## config.mk

```make
export PLATFORM = sky130hd
export DESIGN_NAME = aes_job_ctrl
export DESIGN_NICKNAME = d
export VERILOG_FILES = /design/src/rtl/aes_job_ctrl.sv
export SDC_FILE = /design/constraint.sdc
export NUM_CORES = 2
export LEC_CHECK = 0
export BUFFER_PORTS_ARGS = -buffer_cell sky130_fd_sc_hd__buf_2
export CORE_AREA = 10 10 560 562
export DETAILED_ROUTE_END_ITERATION = 12
export DIE_AREA = 0 0 570 572
export PLACE_DENSITY_LB_ADDON = 0.1
export SLEW_MARGIN = 20
export SYNTH_ARGS = -nofsm -noshare
export SYNTH_HDL_FRONTEND = slang
export SYNTH_SLANG_ARGS = --single-unit
```

## constraint.sdc

```tcl
create_clock -name clk -period 6.65 [get_ports clk]
set_clock_uncertainty 0.05 [all_clocks]
set_input_delay 0.9975 -clock clk [delete_from_list [all_inputs] [get_ports clk]]
set_output_delay 0.9975 -clock clk [all_outputs]
set_load 0.05 [all_outputs]
```

## src/rtl/aes_job_ctrl.sv

```systemverilog
// Job controller for the AES encrypt/decrypt cores: round-robin request arbitration,
// round sequencing, a reversed round-key file for decryption, and one response port.
module aes_job_ctrl #(
   parameter int ROUNDS = 10,
   parameter int DW     = 128
) (
   input  logic          clk,
   input  logic          rst,
   input  logic          enc_valid,
   output logic          enc_ready,
   input  logic [DW-1:0] enc_pt,
   input  logic [DW-1:0] enc_key,
   input  logic          dec_valid,
   output logic          dec_ready,
   input  logic [DW-1:0] dec_ct,
   output logic          core_enc_run,
   output logic [3:0]    core_enc_round,
   output logic [DW-1:0] core_enc_pt,
   output logic [DW-1:0] core_enc_key,
   input  logic [DW-1:0] core_enc_rkey,
   input  logic [7:0]    core_enc_sbox,
   input  logic [DW-1:0] core_enc_res,
   output logic          core_dec_run,
   output logic [3:0]    core_dec_round,
   output logic [DW-1:0] core_dec_ct,
   output logic [DW-1:0] core_dec_key,
   output logic [7:0]    core_dec_sbox,
   input  logic [DW-1:0] core_dec_res,
   output logic          rsp_valid,
   input  logic          rsp_ready,
   output logic [DW-1:0] rsp_data,
   output logic          rsp_is_dec,
   output logic          rsp_match,
   output logic          keys_valid,
   output logic [2:0]    state_dbg
);

   typedef enum logic [2:0] {
      IDLE    = 3'd0,
      ENC     = 3'd1,
      ENC_FIN = 3'd2,
      DEC     = 3'd3,
      DEC_FIN = 3'd4,
      RESP    = 3'd5
   } state_t;

   state_t        state_q, state_d;
   logic [3:0]    round_q, round_d;
   logic          prio_dec_q;
   logic [DW-1:0] key_file [ROUNDS];
   logic [DW-1:0] pt_q, key_q;
   logic          enc_elig, dec_elig, grant_enc, grant_dec;
   logic          last_enc, last_dec;
   logic [3:0]    dec_idx;

   // Handshakes: a transfer happens on a rising edge where valid and ready are both high;
   // ready is combinational, never waits on anything but state/arbitration, valid must hold until then.
   assign enc_elig  = enc_valid;
   assign dec_elig  = dec_valid & keys_valid;
   assign grant_enc = enc_elig & (~dec_elig | ~prio_dec_q);
   assign grant_dec = dec_elig & (~enc_elig | prio_dec_q);
   assign enc_ready = (state_q == IDLE) & grant_enc;
   assign dec_ready = (state_q == IDLE) & grant_dec;

   assign last_enc = (round_q == 4'(ROUNDS - 1));
   assign last_dec = (round_q == 4'(ROUNDS));

   assign core_enc_run   = (state_q == ENC) | (state_q == ENC_FIN);
   assign core_dec_run   = (state_q == DEC) | (state_q == DEC_FIN);
   assign core_enc_round = (state_q == ENC) ? round_q : 4'd0;
   assign core_dec_round = (state_q == DEC) ? round_q : 4'd0;
   assign core_enc_pt    = pt_q;
   assign core_enc_key   = key_q;
   assign rsp_valid      = (state_q == RESP);
   assign state_dbg      = state_q;

   // Decryption walks the key file backwards and finishes with the original cipher key.
   assign dec_idx      = (round_q < 4'(ROUNDS)) ? (4'(ROUNDS - 1) - round_q) : 4'd0;
   assign core_dec_key = (round_q < 4'(ROUNDS)) ? key_file[dec_idx] : key_q;

   always_comb begin
      state_d = state_q;
      round_d = 4'd0;
      case (state_q)
         IDLE: begin
            if (enc_ready)      state_d = ENC;
            else if (dec_ready) state_d = DEC;
         end
         ENC: begin
            if (last_enc) state_d = ENC_FIN;
            else          round_d = round_q + 4'd1;
         end
         ENC_FIN: state_d = RESP;
         DEC: begin
            if (last_dec) state_d = DEC_FIN;
            else          round_d = round_q + 4'd1;
         end
         DEC_FIN: state_d = RESP;
         RESP: begin
            if (rsp_ready) state_d = IDLE;
         end
         default: state_d = IDLE;
      endcase
   end

   always_ff @(posedge clk or negedge rst) begin
      if (!rst) begin
         state_q       <= IDLE;
         round_q       <= 4'd0;
         prio_dec_q    <= 1'b0;
         keys_valid    <= 1'b0;
         rsp_data      <= '0;
         rsp_is_dec    <= 1'b0;
         rsp_match     <= 1'b0;
         core_dec_sbox <= 8'd0;
         core_dec_ct   <= '0;
      end else begin
         state_q <= state_d;
         round_q <= round_d;
         if (enc_ready | dec_ready) prio_dec_q <= ~prio_dec_q;
         if (enc_ready) keys_valid <= 1'b0;
         if (dec_ready) core_dec_ct <= dec_ct;
         if (state_q == ENC_FIN) begin
            rsp_data      <= core_enc_res;
            core_dec_sbox <= core_enc_sbox;
            keys_valid    <= 1'b1;
            rsp_is_dec    <= 1'b0;
            rsp_match     <= 1'b0;
         end
         if (state_q == DEC_FIN) begin
            rsp_data   <= core_dec_res;
            rsp_is_dec <= 1'b1;
            rsp_match  <= (core_dec_res == pt_q);
         end
      end
   end

   // Key file and job operands are qualified by keys_valid, so they carry no reset.
   always_ff @(posedge clk) begin
      if (enc_ready) begin
         pt_q  <= enc_pt;
         key_q <= enc_key;
      end
      if (state_q == ENC) key_file[round_q] <= core_enc_rkey;
   end

endmodule

```

==> impl_metrics.py <==
metrics = {
    "outcome": {
        "status": "finished, final reports clean",
    },
    "timing": {
        "rsz0062_at_grt": "no",
        "post-route-min-period_ns": 5.36,
        "max_slew_margin": 0.199,
        "worst_pin_slew_ns": 1.20,
        "final_hold_viol_count": 0,
        "fin_crit_sh": 0.806,
        "setup_violations": 0,
        "tns_ns": 0,
        "finalMaxSlewViolations": 0,
        "fmax_ghz": 0.186,
    },
    "detailed_routing": {
        "drt_iter0_markers": 4083,
        "route.met3.wl_um": 26500,
        "highest_layer": "met5",
        "ant_nets": 0,
        "wl_met1_um": 142000,
        "wirelength_um": 377000,
        "drc_errors": 0,
        "vias_per_cell": 4.66,
        "dr_wl_met2_um": 182000,
        "first_pass_iters": 5,
        "via_count": 48700,
        "wl_per_cell_um": 36.0,
    },
    "floorplanning": {
        "core.rowCount": 202,
        "core_mm2": 0.302,
        "start_util": 0.234,
        "die_w_um": 570,
        "num_io_pins": 1448,
        "die_area_mm2": 0.326,
        "dieHeight_um": 572,
    },
    "yosys": {
        "syn_area_mm2": 0.0708,
        "synthAdderAreaFrac": 0.00124,
        "syn_nets": 5476,
        "synth_flop_cell": "edfxtp_1",
        "synth-simple-area-share": 0.0569,
        "async_flop_share": 0.152,
        "synth-compound-area-share": 0.0749,
        "syn_avg_cell_area_um2": 15.1,
        "yosys_register_bits": 1811,
        "ys_seq_area_frac": 0.749,
        "synth_mux_area_frac": 0.0817,
        "yosysWarnings": 0,
        "synth_edf_count": 1536,
        "synth_xor_area_frac": 0.0151,
        "synth_cells": 4688,
        "synth.distinct_cells": 44,
        "synth_top_family_by_area": "multiplexers",
    },
    "cts": {
        "post_cts_buffers": 0,
        "numCtsBuffers": 220,
        "cts-resized-gates": 0,
        "cts_sinks": 1811,
        "h-tree-depth": 4,
        "cts_root_buf": "clkbuf_16",
        "clk_path_buf_depth": 4,
        "cts_tree": "built",
        "clk_latency_ns": 0.89,
        "cts.clk_slew.worst_paths_ns": 0.06,
    },
    "worst_setup_path": {
        "cp_slowest_cell": "buf_4",
        "cp-start-kind": "register",
        "end_kind": "output port",
        "criticalPathCategory": "reg2out",
        "critPathTopFamily": "buffers and inverters",
        "cp.required_ns": 5.60,
        "critical_path_buf_inv_count": 3,
        "crit_top_cell": "a21oi_1",
        "crit_chain": "buf_12 -> buf_4 -> mux2_2 -> o21ai_0 -> a31oi_1 -> a21oi_1 -> a21oi_1 -> buf_2",
        "arrival_ns": 4.32,
        "max_stage_delay_ns": 0.82,
        "crit_fanout": 86,
    },
    "placement": {
        "dpl_cell_area_mm2": 0.0828,
        "port_buffers": 1447,
        "globalplace.congestion": 0.979,
        "hpwl_um": 282000,
    },
    "cells_and_area": {
        "finalNetCount": 6943,
        "multi_input_area_mm2": 0.0164,
        "drive_above_1_share": 0.347,
        "seq_area_mm2": 0.0530,
        "post-route-util": 0.299,
        "syn2layout_area_growth_pct": 27.6,
        "final_area_mm2": 0.0903,
        "fillers": 30800,
    },
    "power": {
        "p_leak_uw": 0.0334,
        "p_per_area_mw_per_mm2": 602,
        "ir_worst_vdd_mv": 0.691,
        "total_power_uw": 54300,
    },
    "global_route": {
        "grt_pass1_wl_um": 485000,
        "grt_usage": 0.220,
        "grt_overflow": 0,
        "grt_max_degree": 144,
        "grt_pass1_vias": 48500,
        "antenna_found_initial": 222,
    },
    "hold_path": {
        "min_path_type": "in2reg",
    },
    "flow_run": {
        "maxCapViolCount": 0,
    },
}
==> final cells by class <==
| type | count | share of cell area |
|---|---|---|
| sequential | 1811 | 0.587 |
| multi-input combinational | 2567 | 0.182 |
| timing repair buffer | 1536 | 0.0917 |
| clock buffer | 291 | 0.0650 |
| tap | 3978 | 0.0551 |
| clock inverter | 115 | 0.0143 |
| antenna | 147 | 0.00407 |
| inverter | 19 | 0.000831 |
==> layer usage <==
metal / up-vias / GRT usage
met5: - / 0
met4: 50 / 0.132
met3: 708 / 0.0586
met2: 2036 / 0.368
met1: 25000 / 0.251
li1: 20900 / -
==> cells in the final DEF (no fill, tap or decap), types with 5 or more instances in the layout <==
master / n
o22ai_1: 191
a221oi_1: 65
nor3_1: 65
xor2_1: 77
clkinv_1: 47
mux2i_1: 137
buf_12: 29
ha_1: 6
nand3_1: 66
a21oi_1: 276
edfxtp_1: 1536
mux2_1: 57
o21ai_0: 134
clkinv_2: 29
nand2_1: 525
nor2_1: 261
and2_4: 9
clkinvlp_4: 5
clkbuf_16: 221
xnor2_1: 43
inv_1: 15
nand4_1: 15
a31oi_1: 128
bufinv_16: 23
dfrtp_1: 274
buf_4: 59
diode_2: 147
o21ai_1: 120
clkbuf_1: 62
nor4_1: 24
clkbuf_8: 8
mux2_2: 335
buf_2: 1446
==> flip-flops by register name, indices dropped and copies added, names as in the netlist <==
name           count
key_file        1280
core_dec_ct      128
core_enc_key     128
core_enc_pt      128
rsp_data         128
core_dec_sbox      8
round_q            4
state_dbg          3
keys_valid         1
prio_dec_q         1
rsp_is_dec         1
rsp_match          1
==> stage by stage <==
stage          hold slack (ns)  worst slack [ns]  cells
5_1_grt                  0.151             0.947  10400
2_1_floorplan            0.396             0.692   4688
6_report                 0.208              1.29  10500
3_5_place_dp             0.418              1.94   9910
3_3_place_gp             0.419              1.91   9910
4_1_cts                  0.112             0.982  10300
==> power breakdown <==
group          switching, uW  internal (uW)
logic                  20400           5610
clock network           5080           7100
registers               1120          15100
total                  26600          27800
==> Yosys cell counts, types with 9 or more instances <==
| master | n | area [um2] |
|---|---|---|
| clkbuf_1 | 113 | 424 |
| buf_6 | 9 | 101 |
| a31oi_1 | 128 | 801 |
| mux2_2 | 335 | 3770 |
| buf_2 | 104 | 521 |
| o22ai_1 | 191 | 1190 |
| nand4_1 | 15 | 93.8 |
| nor4_1 | 24 | 150 |
| xnor2_1 | 44 | 385 |
| o21ai_0 | 134 | 671 |
| mux2i_1 | 137 | 1370 |
| nand3_1 | 66 | 330 |
| xor2_1 | 78 | 683 |
| buf_4 | 37 | 278 |
| and2_1 | 9 | 56.3 |
| nor3_1 | 65 | 325 |
| o21ai_1 | 121 | 606 |
| a21oi_1 | 276 | 1380 |
| buf_1 | 28 | 105 |
| mux2_1 | 57 | 642 |
| edfxtp_1 | 1536 | 46100 |
| nand2_1 | 529 | 1990 |
| inv_1 | 16 | 60.1 |
| dfrtp_1 | 275 | 6880 |
| nor2_1 | 262 | 983 |
| a221oi_1 | 65 | 569 |
==> logic make-up (layout without fill, tap and decap cells) <==
family                     Yosys count  after routing
xor gates and xnor gates           122            122
other                                0            147
adders and majority gates            7              7
and+or+nand+nor                    984            984
muxes                              529            529
DFF                               1811           1811
buffers and inverters              310           1961
AOI/OAI and AO/OA                  925            925
==> worst paths after layout <==
kind	from	endpoint	slack [ns]	cells after the start
worst max-delay path	round_q[0]	core_dec_key[6]	1.29	8
worst min-delay path	enc_key[61]	core_enc_key[61]	0.21	1
worst max register to register	state_dbg[2]	key_file[1][1]	2.35	5
worst min register to register	prio_dec_q	prio_dec_q	0.44	1
max in group asynchronous	rst	core_dec_ct[48]	4.38	3
min in group asynchronous	rst	rsp_is_dec	0.58	2
==> what timing repair did <==
item | CTS | global route
setup endpoints to repair | 0 | 0
hold endpoints to repair | 2 | 0
hold buffers | 1 | 0
Note: power is estimated with default switching activity, not from simulation.
